==> src/rtl/hilo_muldiv_if.sv <==
// EX-stage multiply/divide port bundle between the pipeline and hilo_muldiv.
// Latency: none (wires only).
// Backpressure: stall from the unit holds the pipeline; start/operands are held while stall is high.
// Ports: start, alucontrol, a, b, flush (pipeline -> unit); stall, hi, lo (unit -> pipeline).
interface hilo_muldiv_if;
    logic        start;
    logic [7:0]  alucontrol;
    logic [31:0] a;
    logic [31:0] b;
    logic        flush;
    logic        stall;
    logic [31:0] hi;
    logic [31:0] lo;

    modport master (
        output start, alucontrol, a, b, flush,
        input  stall, hi, lo
    );

    modport slave (
        input  start, alucontrol, a, b, flush,
        output stall, hi, lo
    );
endinterface

==> src/rtl/hilo_muldiv.sv <==
// Multi-cycle MULT/MULTU/DIV/DIVU unit plus MTHI/MTLO, owning the HI/LO register pair.
// Latency: mul 2 stall cycles, div 33 stall cycles, MTHI/MTLO 1 cycle with no stall.
// Backpressure: combinational stall holds the pipeline while an operation is in flight; drops in DONE.
// Ports: clk, resetn (async active-low), bus (slave side of hilo_muldiv_if).
module hilo_muldiv (
    input  logic         clk,
    input  logic         resetn,
    hilo_muldiv_if.slave bus
);
    localparam logic [7:0] EXE_MULT_OP  = 8'h18;
    localparam logic [7:0] EXE_MULTU_OP = 8'h19;
    localparam logic [7:0] EXE_DIV_OP   = 8'h1A;
    localparam logic [7:0] EXE_DIVU_OP  = 8'h1B;
    localparam logic [7:0] EXE_MTHI_OP  = 8'h11;
    localparam logic [7:0] EXE_MTLO_OP  = 8'h13;

    typedef enum logic [1:0] {
        S_IDLE = 2'd0,
        S_MUL  = 2'd1,
        S_DIV  = 2'd2,
        S_DONE = 2'd3
    } state_t;

    state_t      state, state_nxt;
    logic        stall;
    logic [31:0] hi_q, lo_q;
    logic [31:0] op_a, op_b;   // mul: raw operands; div: raw dividend / |divisor|
    logic        mul_signed;
    logic        q_neg, r_neg;
    logic [5:0]  cnt;
    logic [63:0] rem;          // {partial remainder, dividend/quotient bits}

    // Operation decode; only acted on in IDLE with no flush.
    logic accept, is_mul, is_div, is_mthi, is_mtlo, div_signed;
    assign accept     = (state == S_IDLE) && bus.start && !bus.flush;
    assign is_mul     = (bus.alucontrol == EXE_MULT_OP) || (bus.alucontrol == EXE_MULTU_OP);
    assign is_div     = (bus.alucontrol == EXE_DIV_OP)  || (bus.alucontrol == EXE_DIVU_OP);
    assign is_mthi    = (bus.alucontrol == EXE_MTHI_OP);
    assign is_mtlo    = (bus.alucontrol == EXE_MTLO_OP);
    assign div_signed = (bus.alucontrol == EXE_DIV_OP);

    // Multiply: sign-extend to 64 bits; the low 64 bits of the product are then
    // correct for both signed and unsigned operands.
    logic [63:0] ext_a, ext_b, product;
    assign ext_a   = {{32{mul_signed & op_a[31]}}, op_a};
    assign ext_b   = {{32{mul_signed & op_b[31]}}, op_b};
    assign product = ext_a * ext_b;

    // Restoring divide step. The shifted partial remainder can need 33 bits
    // when the divisor exceeds 2^31, so the compare takes rem[63:31].
    logic [32:0] diff;
    logic [63:0] rem_step;
    assign diff     = rem[63:31] - {1'b0, op_b};
    assign rem_step = diff[32] ? {rem[62:0], 1'b0}
                               : {diff[31:0], rem[30:0], 1'b1};

    logic [31:0] q_raw, r_raw, q_fin, r_fin;
    logic        div_zero;
    assign q_raw    = rem_step[31:0];
    assign r_raw    = rem_step[63:32];
    assign div_zero = (op_b == 32'd0);
    // Divide-by-zero returns all-ones quotient and the untouched dividend.
    assign q_fin    = div_zero ? 32'hFFFF_FFFF : (q_neg ? -q_raw : q_raw);
    assign r_fin    = div_zero ? op_a          : (r_neg ? -r_raw : r_raw);

    always_ff @(posedge clk or negedge resetn) begin
        if (!resetn) state <= S_IDLE;
        else         state <= state_nxt;
    end

    always_comb begin
        state_nxt = state;
        stall     = 1'b0;
        case (state)
            S_IDLE: begin
                if (accept && is_mul) begin
                    state_nxt = S_MUL;
                    stall     = 1'b1;
                end else if (accept && is_div) begin
                    state_nxt = S_DIV;
                    stall     = 1'b1;
                end
            end
            S_MUL: begin
                stall     = 1'b1;
                state_nxt = bus.flush ? S_IDLE : S_DONE;
            end
            S_DIV: begin
                stall = 1'b1;
                if (bus.flush)          state_nxt = S_IDLE;
                else if (cnt == 6'd31)  state_nxt = S_DONE;
            end
            // Same instruction is still on start here; never re-accept it.
            S_DONE:  state_nxt = S_IDLE;
            default: state_nxt = S_IDLE;
        endcase
    end

    always_ff @(posedge clk or negedge resetn) begin
        if (!resetn) begin
            hi_q       <= 32'd0;
            lo_q       <= 32'd0;
            op_a       <= 32'd0;
            op_b       <= 32'd0;
            mul_signed <= 1'b0;
            q_neg      <= 1'b0;
            r_neg      <= 1'b0;
            cnt        <= 6'd0;
            rem        <= 64'd0;
        end else begin
            case (state)
                S_IDLE: begin
                    if (accept) begin
                        if (is_mul) begin
                            op_a       <= bus.a;
                            op_b       <= bus.b;
                            mul_signed <= (bus.alucontrol == EXE_MULT_OP);
                        end else if (is_div) begin
                            op_a  <= bus.a;
                            op_b  <= (div_signed && bus.b[31]) ? -bus.b : bus.b;
                            rem   <= {32'd0, (div_signed && bus.a[31]) ? -bus.a : bus.a};
                            q_neg <= div_signed & (bus.a[31] ^ bus.b[31]);
                            r_neg <= div_signed & bus.a[31];
                            cnt   <= 6'd0;
                        end else if (is_mthi) begin
                            hi_q <= bus.a;
                        end else if (is_mtlo) begin
                            lo_q <= bus.a;
                        end
                    end
                end
                S_MUL: begin
                    if (!bus.flush) begin
                        hi_q <= product[63:32];
                        lo_q <= product[31:0];
                    end
                end
                S_DIV: begin
                    if (!bus.flush) begin
                        rem <= rem_step;
                        cnt <= cnt + 6'd1;
                        if (cnt == 6'd31) begin
                            hi_q <= r_fin;
                            lo_q <= q_fin;
                        end
                    end
                end
                default: ;
            endcase
        end
    end

    assign bus.stall = stall;
    assign bus.hi    = hi_q;
    assign bus.lo    = lo_q;
endmodule

==> src/flat_wrapper.sv <==
// flat-port wrapper written by rule: the top's interface ports become plain ports
module hilo_muldiv_flat 
  (clk, resetn, bus_start, bus_alucontrol, bus_a, bus_b, bus_flush, bus_stall, bus_hi, bus_lo);
  hilo_muldiv_if bus_i ();
  input  logic clk;
  input  logic resetn;
  input wire logic [$bits(bus_i.start)-1:0] bus_start;
  input wire logic [$bits(bus_i.alucontrol)-1:0] bus_alucontrol;
  input wire logic [$bits(bus_i.a)-1:0] bus_a;
  input wire logic [$bits(bus_i.b)-1:0] bus_b;
  input wire logic [$bits(bus_i.flush)-1:0] bus_flush;
  output wire logic [$bits(bus_i.stall)-1:0] bus_stall;
  output wire logic [$bits(bus_i.hi)-1:0] bus_hi;
  output wire logic [$bits(bus_i.lo)-1:0] bus_lo;
  assign bus_i.start = bus_start;
  assign bus_i.alucontrol = bus_alucontrol;
  assign bus_i.a = bus_a;
  assign bus_i.b = bus_b;
  assign bus_i.flush = bus_flush;
  assign bus_stall = bus_i.stall;
  assign bus_hi = bus_i.hi;
  assign bus_lo = bus_i.lo;
  hilo_muldiv u_core (.clk(clk), .resetn(resetn), .bus(bus_i));
endmodule
==> config.mk <==
export PLATFORM = sky130hd
export DESIGN_NAME = hilo_muldiv_flat
export DESIGN_NICKNAME = d
export VERILOG_FILES = /design/src/rtl/hilo_muldiv_if.sv /design/src/rtl/hilo_muldiv.sv /design/src/flat_wrapper.sv
export SDC_FILE = /design/constraint.sdc
export NUM_CORES = 2
export LEC_CHECK = 0
export ABC_AREA = 1
export CAP_MARGIN = 20
export CORE_ASPECT_RATIO = 1.25
export CORE_MARGIN = 5
export CORE_UTILIZATION = 56
export CTS_CLUSTER_SIZE = 28
export DETAILED_ROUTE_END_ITERATION = 12
export PLACE_DENSITY_LB_ADDON = 0.2
export REMOVE_ABC_BUFFERS = 1
export SLEW_MARGIN = 20
export SYNTH_ARGS = -nofsm -noshare
export SYNTH_HDL_FRONTEND = slang
export SYNTH_SLANG_ARGS = --single-unit
==> constraint.sdc <==
create_clock -name clk -period 10.1 [get_ports clk]
set_clock_uncertainty 0.05 [all_clocks]
set_input_delay 2.02 -clock clk [delete_from_list [all_inputs] [get_ports clk]]
set_output_delay 2.02 -clock clk [all_outputs]
set_load 0.05 [all_outputs]
==> impl_summary.md <==
Clock tree
In this run the number of H-tree levels came out at 1. The source-to-sink clock delay at the later pin of the worst-skew pair is 610 ps. TritonCTS built the clock tree. The number of sinks handled by clock tree synthesis is 203. The longest clock path from root to sink contains 3 buffers. The hold buffer count at cts is 0. The number of setup buffers added after CTS is 0.

In this run the clock root is driven by a clkbuf_16. Post-CTS repair changed the size of 0 cells. The register clock-pin slew on the reported worst setup and hold paths is 70 ps. The number of clock buffers added by TritonCTS is 25.

GRT
After global routing, the most crowded layer is met2. The initial antenna violation count is 0. Entering global routing, the biggest net connects 91 pins. The combined global-route utilization of all metal layers is 34.4%. Global routing consumed, on the met3 layer, 5.33% of the routing resources. The number of global-route vias before repair is 49.6k. The wire length of the first global-routing pass is 283000 µm. Global routing consumed, on the met1 layer, 43.6% of the routing resources. The global-route track usage on met2 is 58.0%. The overflow left after global routing is 0.

Logic synthesis
The adder-cell share of the synthesized area is 46.9%. For this run, the leading register cell type out of synthesis is dfrtp_1. The share of flip-flops with an asynchronous set or reset after synthesis is 100%. The fraction of the mapped netlist area in simple logic gates is 19.7%. The gate count after technology mapping is 7274.

The number of synthesized flops with an enable pin is 0. In this run, synthesis produced a sequential element count of 203. The count of different cell masters after synthesis is 59.

The mean post-synth cell area is 7.54 µm². After synthesis, the largest family of logic cells by area is adder cells. Summing the areas of all xor and xnor instances in the mapped netlist gives 1.66% of the synthesized area.

The mux contribution to synthesized area is 0%. Sequential cells were found to cover 9.26% of the synthesized design area. Summing the areas of all compound-gate instances in the mapped netlist gives 7.02% of the synthesized area. After synthesis the cells add up to 54800 µm². The Yosys step of the flow raised 0 warnings.

Setup path
The critical path start-end classification is flop to flop. The data arrival at the endpoint of the critical path is 9310 ps. The most used cell along the critical path is fa_1.

The startpoint identified for the worst register-to-register timing path is u_core.op_a[13]$_DFFE_PN0P_. The largest fanout on the critical path is 18. The delay contributed by the slowest stage of the critical path is 990 ps. The data required time of the critical path is 10510 ps. The slowest stage of the critical path is the dfrtp_1 cell. STA classifies the critical path endpoint as a flop. The number of cell instances on the worst register-to-register path is 28. The sort of element at the start of the critical path is a flop. The critical path starts at u_core.op_a[13]$_DFFE_PN0P_. In this run the critical register-to-register path is captured at u_core.bus.hi[6]$_DFFE_PN0P_. The flop-to-flop setup slack is 1200 ps.

Worst hold path
For hold timing, the worst endpoint is u_core.bus.lo[20]$_DFFE_PN0P_. In this run the most critical hold path is launched from u_core.bus.lo[20]$_DFFE_PN0P_. The path class of the tightest hold or removal check is flop to flop. The worst hold path depth is 2.

Timing
Setup violations remaining at the end of the flow were counted as 0. The number of hold violations in the final report came to 0. Setup repair after global routing left no endpoint under its margin.

The final number of max-transition violations was 0. The worst pin sits at a relative slew slack of 20.4%. Hold timing on the final database bottoms out at a slack of 441 ps. Based on the critical path, the design can be clocked at up to 112 MHz. The post-layout worst setup margin is 1200 ps.

The clock period minus final worst setup slack is 8900 ps. The post-route clock period utilization is 88.1%. The transition time at the pin with the least slew margin is 1190 ps.

Final layout
The filler cell count is 9163. The area growth from synthesis to layout is 6.09%. The share of the core filled with cells is 59.7%. The net count of the finished layout is 8637. The number of non-filler instances in the completed layout is 8504. The ratio of cells with drive above 1 in the final layout is 3.39%.

Power and ir drop
The worst-case IR drop observed on VDD is 0.297 mV. The sum of internal, switching and leakage power is 10.4 mW. The leakage power summed over all cells is 31.9 nW. The power density normalized to cell area is 178 nW/µm².

Die
In this run the standard cell core region covers 97400 µm². The placement row count is 128. The starting density of the core is 56.3%. The floorplan step defined a die boundary enclosing 104000 µm². The x dimension of the die is 290 µm. The number of top-level pins is 141. The chip height is 360 µm.

Placed design
In this run the tool buffered the top-level ports with 140 buffer cells. Detailed placement ended at an HPWL of 146000 µm. The cell total after placement is 8455. At the end of routability-driven placement, the weighted congestion stood at 1.02. The pre-CTS worst setup slack is 1320 ps.

Route
The first routing iteration left 4316 violations. After detailed routing, the number of vias per cell comes to 5.55. The routed layout has 47.2k vias. After detailed routing, the average wire length per cell comes to 21.0 µm. The first detailed-routing pass ran for 7 iterations.

The routed wire length is 179000 µm. Once detail routing completed, the nets flagged for antenna violations numbered 0. In the routed design, unresolved DRC markers number 0.

Status
The flow ran to the end, and the final reports show no timing, DRC or antenna violations.

Run
Across the run, the number of max-cap violations was 0.
worst max-delay path by stage:
| stage | to | slack [ps] |
|---|---|---|
| final | u_core.bus.hi[6]$_DFFE_PN0P_ | 1200 |
| after global routing | u_core.bus.hi[28]$_DFFE_PN0P_ | 740 |
| after CTS | u_core.bus.hi[28]$_DFFE_PN0P_ | 1270 |
| after detailed placement | u_core.bus.hi[28]$_DFFE_PN0P_ | 1320 |
| after global placement | u_core.bus.hi[6]$_DFFE_PN0P_ | 1290 |
| after floorplan | bus_stall | -1150 |
through the flow:
step,cell area (µm²),TNS (ps)
4_1_cts,58200,0
3_5_place_dp,57300,0
2_1_floorplan,53400,-1150
6_report,58200,0
5_1_grt,58200,0
3_3_place_gp,57200,0
cells by family after synthesis:
kind of cell | after synthesis
DFF | 203
buffers and inverters | 2242
adders and majority gates | 1379
xor gates and xnor gates | 104
AOI/OAI and AO/OA | 686
and+or+nand+nor | 2660
Yosys cell counts (11+ instances only):
cell type	instances	area, µm²
xor2_1	60	526
nand2_2	22	138
ha_1	253	3170
o221ai_1	12	105
inv_1	1873	7030
a31oi_1	33	206
nand3_1	177	886
nor4_1	22	138
xnor2_1	44	385
a21oi_1	220	1100
nand2_1	1863	6990
o21bai_1	14	105
buf_1	11	41.3
o211ai_1	13	97.6
a22oi_1	20	150
nand4_1	35	219
nor3_1	42	210
fa_1	1126	22500
nor2_1	423	1590
or2_2	20	125
o22ai_1	28	175
dfrtp_1	203	5080
o21ai_1	18	90.1
nand3b_1	13	97.6
o21ai_0	280	1400
clkbuf_1	331	1240
nor2_2	13	81.3
report_power, final:
group / switching, mW / internal, mW
Clock: 0.449 / 0.591
Combinational: 5.50 / 2.38
Sequential: 0.363 / 1.09
final cells by class:
type / count / area, µm² / share of cell area (%)
clock buffer: 34 / 729 / 1.25
antenna: 3 / 7.51 / 0.0129
sequential: 203 / 5080 / 8.74
timing repair buffer: 238 / 2190 / 3.76
multi-input combinational: 4829 / 41300 / 71.0
clock inverter: 12 / 178 / 0.305
tap: 1300 / 1630 / 2.80
inverter: 1885 / 7080 / 12.2
routing by layer:
| layer | wire, µm | vias to the layer above |
|---|---|---|
| met5 | 0 | - |
| met4 | 11400 | 0 |
| met3 | 14700 | 548 |
| met2 | 85500 | 2150 |
| met1 | 67300 | 23523 |
| li1 | - | 20977 |
placed cells by master (no fill, tap or decap), types with 8 or more instances in the layout:
| cell type | count |
|---|---|
| inv_1 | 1872 |
| inv_2 | 8 |
| o211ai_1 | 13 |
| a31oi_1 | 33 |
| or2_2 | 20 |
| nor3_1 | 42 |
| o21bai_1 | 14 |
| nand3_1 | 177 |
| o21ai_1 | 18 |
| o21ai_0 | 278 |
| buf_4 | 94 |
| o22ai_1 | 28 |
| a21oi_1 | 220 |
| ha_1 | 252 |
| nor2_2 | 15 |
| clkdlybuf4s50_1 | 139 |
| clkbuf_16 | 25 |
| fa_1 | 1126 |
| a22oi_1 | 20 |
| o21a_1 | 10 |
| nand4_1 | 35 |
| xnor2_1 | 44 |
| nor2_1 | 421 |
| xor2_1 | 60 |
| nand3b_1 | 13 |
| nand2_2 | 22 |
| nor4_1 | 22 |
| dfrtp_1 | 201 |
| nand2_1 | 1863 |
| o221ai_1 | 12 |
state kept, by name (all words and copies together) (netlist names):
signal / flops
u_core.bus.hi: 32
u_core.bus.lo: 32
u_core.cnt: 6
u_core.mul_signed: 1
u_core.op_a: 32
u_core.op_b: 32
u_core.q_neg: 1
u_core.r_neg: 1
u_core.rem: 64
u_core.state: 2
critical path, delay by kind of cell (launching register included):
| kind | cells | cell delay [ps] |
|---|---|---|
| adders and majority gates | 9 | 4530 |
| AOI/OAI and AO/OA | 9 | 2040 |
| DFF | 1 | 990 |
| buffers and inverters | 8 | 830 |
| and+or+nand+nor | 2 | 270 |
Note: power is estimated with default switching activity, not from simulation.
